<file path="src/rtl/mips32_alu_pkg.sv">
// Shared MIPS32 ALU definitions: datapath width, word type and add/sub opcode.
package mips32_alu_pkg;

  localparam int unsigned XLEN = 32;

  typedef logic [XLEN-1:0] word_t;

  typedef enum logic {
    ALU_OP_ADD = 1'b0,
    ALU_OP_SUB = 1'b1
  } alu_op_e;

endpackage

</file>
<file path="src/rtl/pipelined_addsub_if.sv">
// Handshake bundle for the pipelined add/sub unit.
//   Input side : in_valid/in_ready, a, b, sub, cin
//   Output side: out_valid/out_ready, y, cout, ovf, zero
// master = requester/consumer, slave = the arithmetic unit.
interface pipelined_addsub_if
  import mips32_alu_pkg::*;
#(
  parameter int unsigned WIDTH = XLEN
);

  logic             in_valid;
  logic             in_ready;
  logic [WIDTH-1:0] a;
  logic [WIDTH-1:0] b;
  logic             sub;
  logic             cin;
  logic             out_valid;
  logic             out_ready;
  logic [WIDTH-1:0] y;
  logic             cout;
  logic             ovf;
  logic             zero;

  modport master (
    output in_valid, a, b, sub, cin, out_ready,
    input  in_ready, out_valid, y, cout, ovf, zero
  );

  modport slave (
    input  in_valid, a, b, sub, cin, out_ready,
    output in_ready, out_valid, y, cout, ovf, zero
  );

endinterface

</file>
<file path="src/rtl/pipelined_addsub_slice.sv">
// addsub_slice: combinational SW-bit full adder, one per pipeline stage.
//   a, b : slice operands     ci : carry in
//   s    : slice sum          co : carry out
module addsub_slice #(
  parameter int unsigned SW = 8
) (
  input  logic [SW-1:0] a,
  input  logic [SW-1:0] b,
  input  logic          ci,
  output logic [SW-1:0] s,
  output logic          co
);

  assign {co, s} = (SW+1)'(a) + (SW+1)'(b) + (SW+1)'(ci);

endmodule

</file>
<file path="src/rtl/pipelined_addsub.sv">
// pipelined_addsub: WIDTH-bit add/subtract split into STAGES carry-chained
// slices, one slice per cycle, with valid/ready handshakes and global stall.
//   clk, rst_n : clock, asynchronous active-low reset
//   bus        : slave side of pipelined_addsub_if (operands in, result+flags out)
// Result y is registered with cout, ovf and zero; latency is STAGES cycles.
module pipelined_addsub
  import mips32_alu_pkg::*;
#(
  parameter int unsigned WIDTH  = XLEN,
  parameter int unsigned STAGES = 4
) (
  input  logic            clk,
  input  logic            rst_n,
  pipelined_addsub_if.slave bus
);

  localparam int unsigned SW = WIDTH / STAGES;

  if (STAGES == 0 || STAGES > WIDTH || (WIDTH % STAGES) != 0) begin : g_param_chk
    $error("pipelined_addsub: WIDTH must be a multiple of STAGES, 1 <= STAGES <= WIDTH");
  end

  logic             adv;
  logic             out_v;
  logic [WIDTH-1:0] y_q;
  logic             cout_q;
  logic             ovf_q;
  logic             zero_q;
  logic [WIDTH-1:0] a_in;
  logic [WIDTH-1:0] b_eff;
  logic             cin_eff;

  // Whole pipeline advances unless a valid result is being held back.
  assign adv          = !out_v || bus.out_ready;
  assign bus.in_ready = adv;

  assign a_in    = bus.a;
  assign b_eff   = (bus.sub == ALU_OP_SUB) ? ~bus.b : bus.b;
  assign cin_eff = (bus.sub == ALU_OP_SUB) ? 1'b1 : bus.cin;

  // Stage k consumes the lowest remaining operand slice; the registers carry
  // only the not-yet-added upper operand bits and the finished lower sum bits.
  for (genvar k = 0; k < STAGES; k++) begin : stg
    localparam int unsigned UW = WIDTH - k * SW;
    localparam int unsigned YW = (k + 1) * SW;

    logic [UW-1:0] ua;
    logic [UW-1:0] ub;
    logic          ci;
    logic          vi;
    logic [SW-1:0] s;
    logic          co;
    logic [YW-1:0] y_nxt;

    if (k == 0) begin : g_in
      assign ua    = a_in;
      assign ub    = b_eff;
      assign ci    = cin_eff;
      assign vi    = bus.in_valid;
      assign y_nxt = s;
    end else begin : g_chain
      assign ua    = stg[k-1].g_reg.r_a;
      assign ub    = stg[k-1].g_reg.r_b;
      assign ci    = stg[k-1].g_reg.r_c;
      assign vi    = stg[k-1].g_reg.r_v;
      assign y_nxt = {s, stg[k-1].g_reg.r_y};
    end

    addsub_slice #(.SW(SW)) u_slice (
      .a  (ua[SW-1:0]),
      .b  (ub[SW-1:0]),
      .ci (ci),
      .s  (s),
      .co (co)
    );

    // Inter-stage register; the last stage writes the output registers instead.
    if (k < STAGES - 1) begin : g_reg
      logic [UW-SW-1:0] r_a;
      logic [UW-SW-1:0] r_b;
      logic [YW-1:0]    r_y;
      logic             r_c;
      logic             r_v;

      always_ff @(posedge clk or negedge rst_n) begin
        if (!rst_n) begin
          r_a <= '0;
          r_b <= '0;
          r_y <= '0;
          r_c <= 1'b0;
          r_v <= 1'b0;
        end else if (adv) begin
          r_a <= ua[UW-1:SW];
          r_b <= ub[UW-1:SW];
          r_y <= y_nxt;
          r_c <= co;
          r_v <= vi;
        end
      end
    end
  end

  logic [WIDTH-1:0] y_last;
  logic             co_last;
  logic             v_last;
  logic             a_msb;
  logic             b_msb;

  assign y_last  = stg[STAGES-1].y_nxt;
  assign co_last = stg[STAGES-1].co;
  assign v_last  = stg[STAGES-1].vi;
  assign a_msb   = stg[STAGES-1].ua[SW-1];
  assign b_msb   = stg[STAGES-1].ub[SW-1];

  // Output register: result and flags, held while out_valid && !out_ready.
  always_ff @(posedge clk or negedge rst_n) begin
    if (!rst_n) begin
      out_v  <= 1'b0;
      y_q    <= '0;
      cout_q <= 1'b0;
      ovf_q  <= 1'b0;
      zero_q <= 1'b0;
    end else if (adv) begin
      out_v  <= v_last;
      y_q    <= y_last;
      cout_q <= co_last;
      ovf_q  <= (a_msb == b_msb) && (y_last[WIDTH-1] != a_msb);
      zero_q <= ~|y_last;
    end
  end

  assign bus.out_valid = out_v;
  assign bus.y         = y_q;
  assign bus.cout      = cout_q;
  assign bus.ovf       = ovf_q;
  assign bus.zero      = zero_q;

endmodule

</file>
<file path="src/flat_wrapper.sv">
// flat-port wrapper written by rule: the top's interface ports become plain ports
module pipelined_addsub_flat import mips32_alu_pkg::*;
#(
  parameter int unsigned WIDTH  = XLEN,
  parameter int unsigned STAGES = 4
)
  (clk, rst_n, bus_in_valid, bus_a, bus_b, bus_sub, bus_cin, bus_out_ready, bus_in_ready, bus_out_valid, bus_y, bus_cout, bus_ovf, bus_zero);
  pipelined_addsub_if #(.WIDTH(WIDTH)) bus_i ();
  input  logic clk;
  input  logic rst_n;
  input wire logic [$bits(bus_i.in_valid)-1:0] bus_in_valid;
  input wire logic [$bits(bus_i.a)-1:0] bus_a;
  input wire logic [$bits(bus_i.b)-1:0] bus_b;
  input wire logic [$bits(bus_i.sub)-1:0] bus_sub;
  input wire logic [$bits(bus_i.cin)-1:0] bus_cin;
  input wire logic [$bits(bus_i.out_ready)-1:0] bus_out_ready;
  output wire logic [$bits(bus_i.in_ready)-1:0] bus_in_ready;
  output wire logic [$bits(bus_i.out_valid)-1:0] bus_out_valid;
  output wire logic [$bits(bus_i.y)-1:0] bus_y;
  output wire logic [$bits(bus_i.cout)-1:0] bus_cout;
  output wire logic [$bits(bus_i.ovf)-1:0] bus_ovf;
  output wire logic [$bits(bus_i.zero)-1:0] bus_zero;
  assign bus_i.in_valid = bus_in_valid;
  assign bus_i.a = bus_a;
  assign bus_i.b = bus_b;
  assign bus_i.sub = bus_sub;
  assign bus_i.cin = bus_cin;
  assign bus_i.out_ready = bus_out_ready;
  assign bus_in_ready = bus_i.in_ready;
  assign bus_out_valid = bus_i.out_valid;
  assign bus_y = bus_i.y;
  assign bus_cout = bus_i.cout;
  assign bus_ovf = bus_i.ovf;
  assign bus_zero = bus_i.zero;
  pipelined_addsub #(.WIDTH(WIDTH), .STAGES(STAGES)) u_core (.clk(clk), .rst_n(rst_n), .bus(bus_i));
endmodule
</file>
<file path="config.mk">
export PLATFORM = sky130hd
export DESIGN_NAME = pipelined_addsub_flat
export DESIGN_NICKNAME = d
export VERILOG_FILES = /design/src/rtl/mips32_alu_pkg.sv /design/src/rtl/pipelined_addsub_if.sv /design/src/rtl/pipelined_addsub_slice.sv /design/src/rtl/pipelined_addsub.sv /design/src/flat_wrapper.sv
export SDC_FILE = /design/constraint.sdc
export NUM_CORES = 1
export LEC_CHECK = 0
export BUFFER_PORTS_ARGS = -buffer_cell sky130_fd_sc_hd__buf_2
export CAP_MARGIN = 20
export CORE_MARGIN = 1
export CORE_UTILIZATION = 52
export CTS_CLUSTER_DIAMETER = 200
export DETAILED_ROUTE_END_ITERATION = 8
export PLACE_DENSITY = 0.84
export SLEW_MARGIN = 10
export SYNTH_ARGS = -nofsm -noshare
export SYNTH_HDL_FRONTEND = slang
export SYNTH_SLANG_ARGS = --single-unit
</file>
<file path="constraint.sdc">
create_clock -name clk -period 2.1 [get_ports clk]
set_clock_uncertainty 0.1 [all_clocks]
set_input_delay 0.21 -clock clk [delete_from_list [all_inputs] [get_ports clk]]
set_output_delay 0.21 -clock clk [all_outputs]
set_load 0.01 [all_outputs]
</file>
* Word-level counts from Yosys, hierarchy flattened *
Cells that the tools add are included.

storage, ports and cells
  RAM bits = 0
  memories = 0
  word-level logic and storage cells = 38
  input port bits = 70
  output and inout port bits = 37
  bits in latches = 0
  bits in read-only memories = 0
  flip-flop bits (word level) = 186

operators by class
  reductions and logical operators = 5
  equality and inequality tests = 2
  div/mod/pow operators = 0
  muxes and demuxes = 2
  order comparisons = 0
  shift operators = 0
  bitwise gates (word level) = 1
  add/sub/neg operators = 8
  $mul = 0

operators with widths
  kind                 count
  $add A8 B8 Y9        4
  $add A9 B1 Y9        4
  $mux W32             1
  $not A32 Y32         1
  $reduce_or A32 Y1    1
  $logic_not A1 Y1     2
  $eq A1 B1 Y1         1
  $logic_and A1 B1 Y1  1
  $logic_or A1 B1 Y1   1
  $mux W1              1
  $ne A1 B1 Y1         1

* Logic depth before layout (Yosys ltp) *
Gate-level depths: netlist of the first run.

  depth in word-level cells = 4
  gate-level depth with buffers = 11
  mapped depth without buffers = 10

* Hierarchy *
From an unflattened synthesis of the first run, not the netlist that was laid out.

unflattened totals
  cell total of the unflattened synthesis = 973
  area, all modules = 8,737.1 um^2

modules (own cells, without submodules)
  module                                     area each (um^2)  cells an instance  seq. area each (um^2)  instances
  pipelined_addsub                           7,410.9           809                4,654.5                1
  addsub_slice at u_core.stg[0].u_slice ...  331.6             40                 0.0                    2
  addsub_slice at u_core.stg[2].u_slice ...  331.6             42                 0.0                    2

* Worst setup path after synthesis of the first run *
OpenSTA, ideal clock, no wires.

  path kind = input port to flip-flop
  start point = in bus_sub
  end point = reg u_core.stg[0].g_reg.r_c
  setup time = 0.129 ns
  arrival time = 2.520 ns
  stages on the path = 11
  setup slack = -0.648 ns
  required time = 1.871 ns
  path buffers = 2
  cell sequence = clkbuf_1 -> buf_2 -> or2_2 -> fa_1 -> fa_1 -> a21o_1 -> a21oi_1 -> o21ai_0 -> and3b_1 -> o21ai_1 -> a31oi_1

on the way
  cells in the longest elaborated chain, start to end = 3
  elaborated cells on any way between the ends = 4
  those cells by class = 2 x add/sub; 2 x mux

RTL lines
  what                  line                          source
  start, declared       flat_wrapper.sv:14            input wire logic [$bits(bus_i.sub)-1:0] bus_sub;
  $mux W32              pipelined_addsub.sv:38        assign b_eff = (bus.sub == ALU_OP_SUB) ? ~bus.b : bus.b;
  $add A8 B8 Y9         pipelined_addsub_slice.sv:14  assign {co, s} = (SW+1)'(a) + (SW+1)'(b) + (SW+1)'(ci);
  $add A9 B1 Y9 (*)     pipelined_addsub_slice.sv:14
  end signal, assigned  pipelined_addsub.sv:96        r_c <= co;
  end, declared         pipelined_addsub.sv:82        logic r_c;

Mark *: on every way between the ends. The rest lies on a longest branch, timed or not.
A chain may end at the register's enable or synchronous reset.

* Worst setup path in the final report of the first run *
  start point = reg u_core.stg[2].g_reg.r_c
  end point = reg u_core.zero_q (netlist: u_core.bus.zero)

on the way
  cells in the longest elaborated chain, start to end = 3

RTL lines
  what                    line                          source
  start, declared         pipelined_addsub.sv:82
  start signal, assigned  pipelined_addsub.sv:96
  $add A9 B1 Y9           pipelined_addsub_slice.sv:14
  $reduce_or A32 Y1       pipelined_addsub.sv:128       zero_q <= ~|y_last;
  $logic_not A1 Y1        pipelined_addsub.sv:128
  end signal, assigned    pipelined_addsub.sv:128
  end, declared           pipelined_addsub.sv:28        logic zero_q;

No other way between the ends.

==> results.py, run 1 <==
metrics = {
    "finish": {
        "seqCellArea_um2": 4650,
        "drive_gt1_frac": 0.212,
        "multi_input_area_um2": 3650,
        "fin_util": 0.674,
        "final_cell_mix": "nand2_1, dfrtp_1, buf_2, dlygate4sd3_1, o21ai_0",
        "synthToLayoutAreaGrowth_pct": 26.7,
        "diodes": 0,
        "fill_cells": 1225,
        "instances_no_fill": 1323,
        "mostFrequentLayoutCell": "nand2_1",
        "nets": 1200,
        "finalInstanceArea_um2": 10700,
    },
    "yosys": {
        "syn_inst": 927,
        "ys_seq_area_frac": 0.553,
        "syn_area_per_cell_um2": 9.08,
        "syn-cell-area_um2": 8420,
        "ys_ff_latch": 186,
        "synth_nets": 1033,
        "synth.distinct_cells": 41,
        "ys_warn_count": 0,
    },
    "critical_path": {
        "crit_path_start_kind": "flip-flop",
        "critical_path_buf_inv_count": 2,
        "cp_max_fo": 2,
        "critPathKind": "flip-flop to flip-flop",
        "cpMaxStageDelayCell": "dfrtp_1",
        "r2r_cells": 10,
        "critPathArrivalTime_ns": 2.46,
        "worst-path-stages": 10,
        "endpoint_kind": "flip-flop",
        "max_stage_delay_ns": 0.37,
        "crit_family": "compound AO/OA/AOI/OAI gates",
        "path_cells": "inv_2, fa_2, inv_2, fa_2, a211oi_2, o21bai_1, a21oi_2, xor2_1, nand2_1, o31ai_2",
        "critPathRequiredTime_ns": 2.34,
    },
    "global_routing": {
        "grt_usage": 0.224,
        "grt_pass1_vias": 6331,
        "grt_max_degree": 85,
        "antenna_found_initial": 0,
        "overflow": 0,
        "grt_pass1_wl_mm": 28.9,
    },
    "place": {
        "dp.final_hpwl_mm": 11.4,
        "pre_cts_ws_ns": -0.333,
        "place_area_um2": 9410,
        "dp.cells": 1236,
        "placement.io_buffers": 106,
        "place.gp.congestion": 0.851,
    },
    "clocking": {
        "clkSinkCount": 186,
        "clockRootBuffer": "clkbuf_16",
        "htreeDepth": 4,
        "path_clk_slew_ns": 0.07,
        "clk_latency_ns": 0.43,
        "clock_tree.buffer_depth": 2,
        "numCtsBuffers": 17,
        "cts_tree": "yes",
    },
    "sta": {
        "grt_setup_unrepaired": "true",
        "holdWs_ns": 0.0157,
        "hold_violations": 0,
        "post-route-period-util": 1.06,
        "finalSetupTns_ns": -0.533,
        "setup_slack_ns": -0.121,
        "tightest_slew_ns": 0.474,
        "final_max_slew_viol_count": 0,
        "setup-violations-final": 9,
        "min_period_ns": 2.22,
        "relSlewSlack": 0.684,
        "max_freq_mhz": 450,
    },
    "drt": {
        "drc": 0,
        "drt-total-wl_mm": 17.9,
        "viasPerCell": 4.97,
        "vias": 6577,
        "wl_per_cell_um": 13.5,
        "ant_nets": 0,
        "drt-initial-drc-count": 349,
        "dr.pass1.iters": 5,
    },
    "min_path": {
        "hold_depth": 3,
        "min_path_type": "input port to flip-flop",
    },
    "die": {
        "rows": 46,
        "start_util": 0.532,
        "core_area_um2": 15800,
        "die_h_um": 129,
        "dieArea_um2": 16700,
        "chipWidth_um": 129,
        "io_pins": 107,
    },
    "status": {
        "status": "complete, but fails checks",
        "violations": "setup timing",
    },
    "pwr": {
        "total_power_mw": 15.8,
        "pwr_density_cell_nw_per_um2": 1490,
        "leakagePower_nw": 5.40,
        "irDropWorstVdd_v": 0.000733,
    },
    "flow_run": {
        "maxCapViolations": 0,
    },
}
[what timing repair did]
| action | CTS | global route |
|---|---|---|
| gates resized for setup | 20 | 32 |
| setup endpoints to repair | 9 | 15 |
| setup buffers | 4 | 8 |
| endpoints found under the hold margin | 87 | 0 |
| pin swaps | 22 | 27 |
| hold buffers | 44 | 0 |
[worst reg2reg max path: cells and delay by family, from the launching register on]
family / cells / cell delay (ns)
flops: 1 / 0.37
simple gates: 1 / 0.10
xor+xnor: 1 / 0.19
compound gates: 4 / 0.68
buf+inv: 2 / 0.12
fa+ha+maj: 2 / 0.59
[cell usage after synthesis, drive strengths merged]
cell type | instances | area, um^2
a211oi | 3 | 27.5
a21boi | 1 | 11.3
a21o | 4 | 30.0
a21oi | 18 | 97.6
a31oi | 3 | 18.8
and3 | 1 | 6.26
and3b | 2 | 17.5
buf | 14 | 66.3
clkbuf | 31 | 116
dfrtp | 186 | 4650
fa | 8 | 160
ha | 28 | 350
inv | 23 | 86.3
mux2 | 1 | 11.3
nand2 | 422 | 1580
nand2b | 2 | 12.5
nand3 | 2 | 10.0
nand4 | 3 | 18.8
nand4b | 1 | 8.76
nor2 | 25 | 93.8
nor2b | 5 | 31.3
nor3 | 10 | 50.1
nor4 | 5 | 31.3
nor4b | 1 | 8.76
o2111ai | 1 | 8.76
o211a | 2 | 20.0
o21a | 8 | 60.1
o21ai | 48 | 240
o21ba | 1 | 10.0
o21bai | 5 | 37.5
o221ai | 1 | 8.76
o31ai | 10 | 80.1
or2 | 1 | 6.26
or3 | 2 | 12.5
xnor2 | 36 | 315
xor2 | 13 | 114
[logic make-up (layout without fill, tap and decap cells)]
logic type	Yosys count	in the layout	share of synthesized area
compound gates	105	105	0.0773
flops	186	186	0.553
mux	1	1	0.00134
simple gates	482	482	0.225
fa+ha+maj	36	36	0.0607
xor+xnor	49	49	0.0510
buf+inv	68	248	0.0320
[final cells by class]
type	count	share of cell area
clock buffer	19	0.0406
clock inverter	13	0.0135
inverter	23	0.00833
multi-input combinational	673	0.342
sequential	186	0.437
tap	216	0.0254
timing repair buffer	193	0.133
[power breakdown]
| group | internal [mW] | total (mW) | switching, mW |
|---|---|---|---|
| sequential | 5.18 | 6.18 | 0.999 |
| combinational | 2.99 | 6.53 | 3.54 |
| clock | 1.76 | 3.12 | 1.36 |
[sequential cells by signal, summed over array words and instances (netlist names)]
name	flops
u_core.stg.g_reg.r_y	48
u_core.stg.g_reg.r_b	48
u_core.bus.zero	1
u_core.bus.out_valid	1
u_core.bus.cout	1
u_core.stg.g_reg.r_v	3
u_core.bus.ovf	1
u_core.stg.g_reg.r_a	48
u_core.stg.g_reg.r_c	3
u_core.bus.y	32
[metal layers]
layer  track usage  vias up  wire [um]
li1              -     3288          -
met1         0.276     3135       7770
met2         0.388      120       9160
met3        0.0409       34        459
met4        0.0955        0        469
met5             0        -          0
[final timing paths]
check                      slack [ns]                                 endpoint                                start
setup reg to reg                -0.12              u_core.bus.zero$_DFFE_PN0P_  u_core.stg[2].g_reg.r_c$_DFFE_PN0P_
hold / removal                   0.02   u_core.stg[0].g_reg.r_b[6]$_DFFE_PN0P_                            bus_b[14]
min in group asynchronous        0.18  u_core.stg[0].g_reg.r_a[10]$_DFFE_PN0P_                                rst_n
setup / recovery                -0.12              u_core.bus.zero$_DFFE_PN0P_  u_core.stg[2].g_reg.r_c$_DFFE_PN0P_
max in group asynchronous        0.99   u_core.stg[1].g_reg.r_y[4]$_DFFE_PN0P_                                rst_n
hold reg to reg                  0.36      u_core.stg[2].g_reg.r_v$_DFFE_PN0P_  u_core.stg[2].g_reg.r_v$_DFFE_PN0P_
Power figures use the tool's default switching activity.
==> run 2, diff against run 1 <==
--- a/config.mk
+++ b/config.mk
@@ -11,6 +11,7 @@
 export CORE_UTILIZATION = 52
 export CTS_CLUSTER_DIAMETER = 200
 export DETAILED_ROUTE_END_ITERATION = 8
+export HOLD_SLACK_MARGIN = 0.02
 export PLACE_DENSITY = 0.84
 export SLEW_MARGIN = 10
 export SYNTH_ARGS = -nofsm -noshare
==> results.py, run 2 (same netlist as run 1, synthesis figures left out) <==
metrics = {
    "global_routing": {
        "grt_usage": 0.225,
        "grt_pass1_wl_mm": 29.1,
        "grt_pass1_vias": 6362,
        "grt_max_degree": 85,
        "overflow": 0,
        "antenna_found_initial": 0,
    },
    "drt": {
        "ant_nets": 0,
        "dr.pass1.iters": 5,
        "drt-initial-drc-count": 365,
        "drt-total-wl_mm": 17.9,
        "vias": 6613,
        "wl_per_cell_um": 13.5,
        "drc": 0,
        "viasPerCell": 4.98,
    },
    "finish": {
        "drive_gt1_frac": 0.211,
        "fin_util": 0.677,
        "synthToLayoutAreaGrowth_pct": 27.2,
        "mostFrequentLayoutCell": "nand2_1",
        "final_cell_mix": "nand2_1, dfrtp_1, buf_2, dlygate4sd3_1, o21ai_0",
        "diodes": 0,
        "reg.largest.list": "u_core.stg.g_reg.r_a (48), u_core.stg.g_reg.r_b (48), u_core.stg.g_reg.r_y (48)",
        "nets": 1205,
    },
    "sta": {
        "tightest_slew_ns": 0.473,
        "post-route-period-util": 1.05,
        "relSlewSlack": 0.685,
        "setup-violations-final": 8,
        "min_period_ns": 2.21,
        "hold_violations": 0,
        "max_freq_mhz": 452,
        "grt_setup_unrepaired": "true",
        "final_max_slew_viol_count": 0,
        "finalSetupTns_ns": -0.492,
        "setup_slack_ns": -0.110,
    },
    "pwr": {
        "p_seq_frac": 0.390,
        "combPwrFrac": 0.413,
        "pwr_density_cell_nw_per_um2": 1480,
        "irDropWorstVdd_v": 0.000727,
        "leakagePower_nw": 5.42,
        "p_switching_mw": 5.90,
        "internal_power_mw": 9.94,
        "switching_share": 0.372,
        "p_clk_frac": 0.197,
    },
    "status": {
        "status": "complete, but fails checks",
        "violations": "setup timing",
    },
    "critical_path": {
        "critPathArrivalTime_ns": 2.45,
        "cp_max_fo": 2,
        "endpoint_kind": "flip-flop",
        "critPathRequiredTime_ns": 2.34,
        "critical_path_buf_inv_count": 2,
        "path_cells": "inv_2, fa_2, inv_2, fa_2, a211oi_2, o21bai_1, a21oi_2, xor2_1, nand2_1, o31ai_2",
        "max_stage_delay_ns": 0.37,
        "critPathKind": "flip-flop to flip-flop",
        "crit_path_start_kind": "flip-flop",
        "crit_family": "compound AO/OA/AOI/OAI gates",
        "cpMaxStageDelayCell": "dfrtp_1",
    },
    "die": {
        "core_area_um2": 15800,
        "die_h_um": 129,
        "chipWidth_um": 129,
        "start_util": 0.532,
        "dieArea_um2": 16700,
        "rows": 46,
        "io_pins": 107,
    },
    "place": {
        "placement.io_buffers": 106,
        "place.gp.congestion": 0.851,
        "dp.final_hpwl_mm": 11.4,
        "pre_cts_ws_ns": -0.333,
    },
    "clocking": {
        "htreeDepth": 4,
        "clkSinkCount": 186,
        "cts_tree": "yes",
        "clk_latency_ns": 0.42,
        "numCtsBuffers": 17,
        "clock_tree.buffer_depth": 2,
        "path_clk_slew_ns": 0.07,
        "clockRootBuffer": "clkbuf_16",
    },
    "flow_run": {
        "maxCapViolations": 0,
    },
    "min_path": {
        "min_path_type": "input port to flip-flop",
    },
}
run 2: changes by cell type in the layout (fill, tap and decap cells not counted), sizes merged:
cell / before / now
dlygate4sd3: 44 / 49
run 2: layout make-up:
type,count,area [um^2]
tap,216,270
inverter,23,88.8
multi-input combinational,673,3650
clock buffer,19,433
fill,1213,5120
clock inverter,13,144
timing repair buffer,198,1470
sequential,186,4650
run 2: repair_timing:
item,in CTS,in global routing
endpoints found under the hold margin,169,0
pin swaps,22,27
cloned,0,0
hold buffers,49,0
gates resized for setup,20,32
buffers inserted,4,8
endpoints found under the setup margin,9,15
run 2: power by group through the flow:
stage	sequential (mW)	clock, mW	combinational, mW
final	6.18	3.12	6.54
after global routing	6.36	3.33	7.37
after global placement	6.12	0	5.57
after CTS	6.16	3.16	6.10
after floorplan	6.09	0	3.94
after detailed placement	6.19	0	5.84
run 2: tightest hold or removal path, cell delays in order:
cell and delay (ns):
buf_2 0.09, xnor2_1 0.14, o21ai_0 0.09
run 2: worst paths after layout:
check,from,end,slack (ns),cells past startpoint
max,u_core.stg[2].g_reg.r_c$_DFFE_PN0P_,u_core.bus.zero$_DFFE_PN0P_,-0.11,10
min,bus_b[9],u_core.stg[0].g_reg.r_b[1]$_DFFE_PN0P_,0.05,3
max reg2reg,u_core.stg[2].g_reg.r_c$_DFFE_PN0P_,u_core.bus.zero$_DFFE_PN0P_,-0.11,10
min reg2reg,u_core.bus.y[10]$_DFFE_PN0P_,u_core.bus.y[10]$_DFFE_PN0P_,0.36,2
max in group asynchronous,rst_n,u_core.stg[1].g_reg.r_y[4]$_DFFE_PN0P_,0.98,3
min in group asynchronous,rst_n,u_core.stg[0].g_reg.r_a[10]$_DFFE_PN0P_,0.18,2
run 2: stage by stage:
step	std cells	hold WS, ns	total power, mW	cell area [um^2]
after CTS	1321	0.0245	15.4	10500
after floorplan	927	-0.186	10.0	8480
after global routing	1328	0.0465	17.1	10700
final	1328	0.0463	15.8	10700
after global placement	1236	0.0779	11.7	9410
after detailed placement	1236	0.0755	12.0	9410
run 2: layer usage:
layer,up-vias,share of wire,global-route usage
met2,137,0.51,0.393
met5,-,0,0
met4,0,0.024,0.0900
met3,31,0.027,0.0400
li1,3300,-,-
met1,3145,0.44,0.277
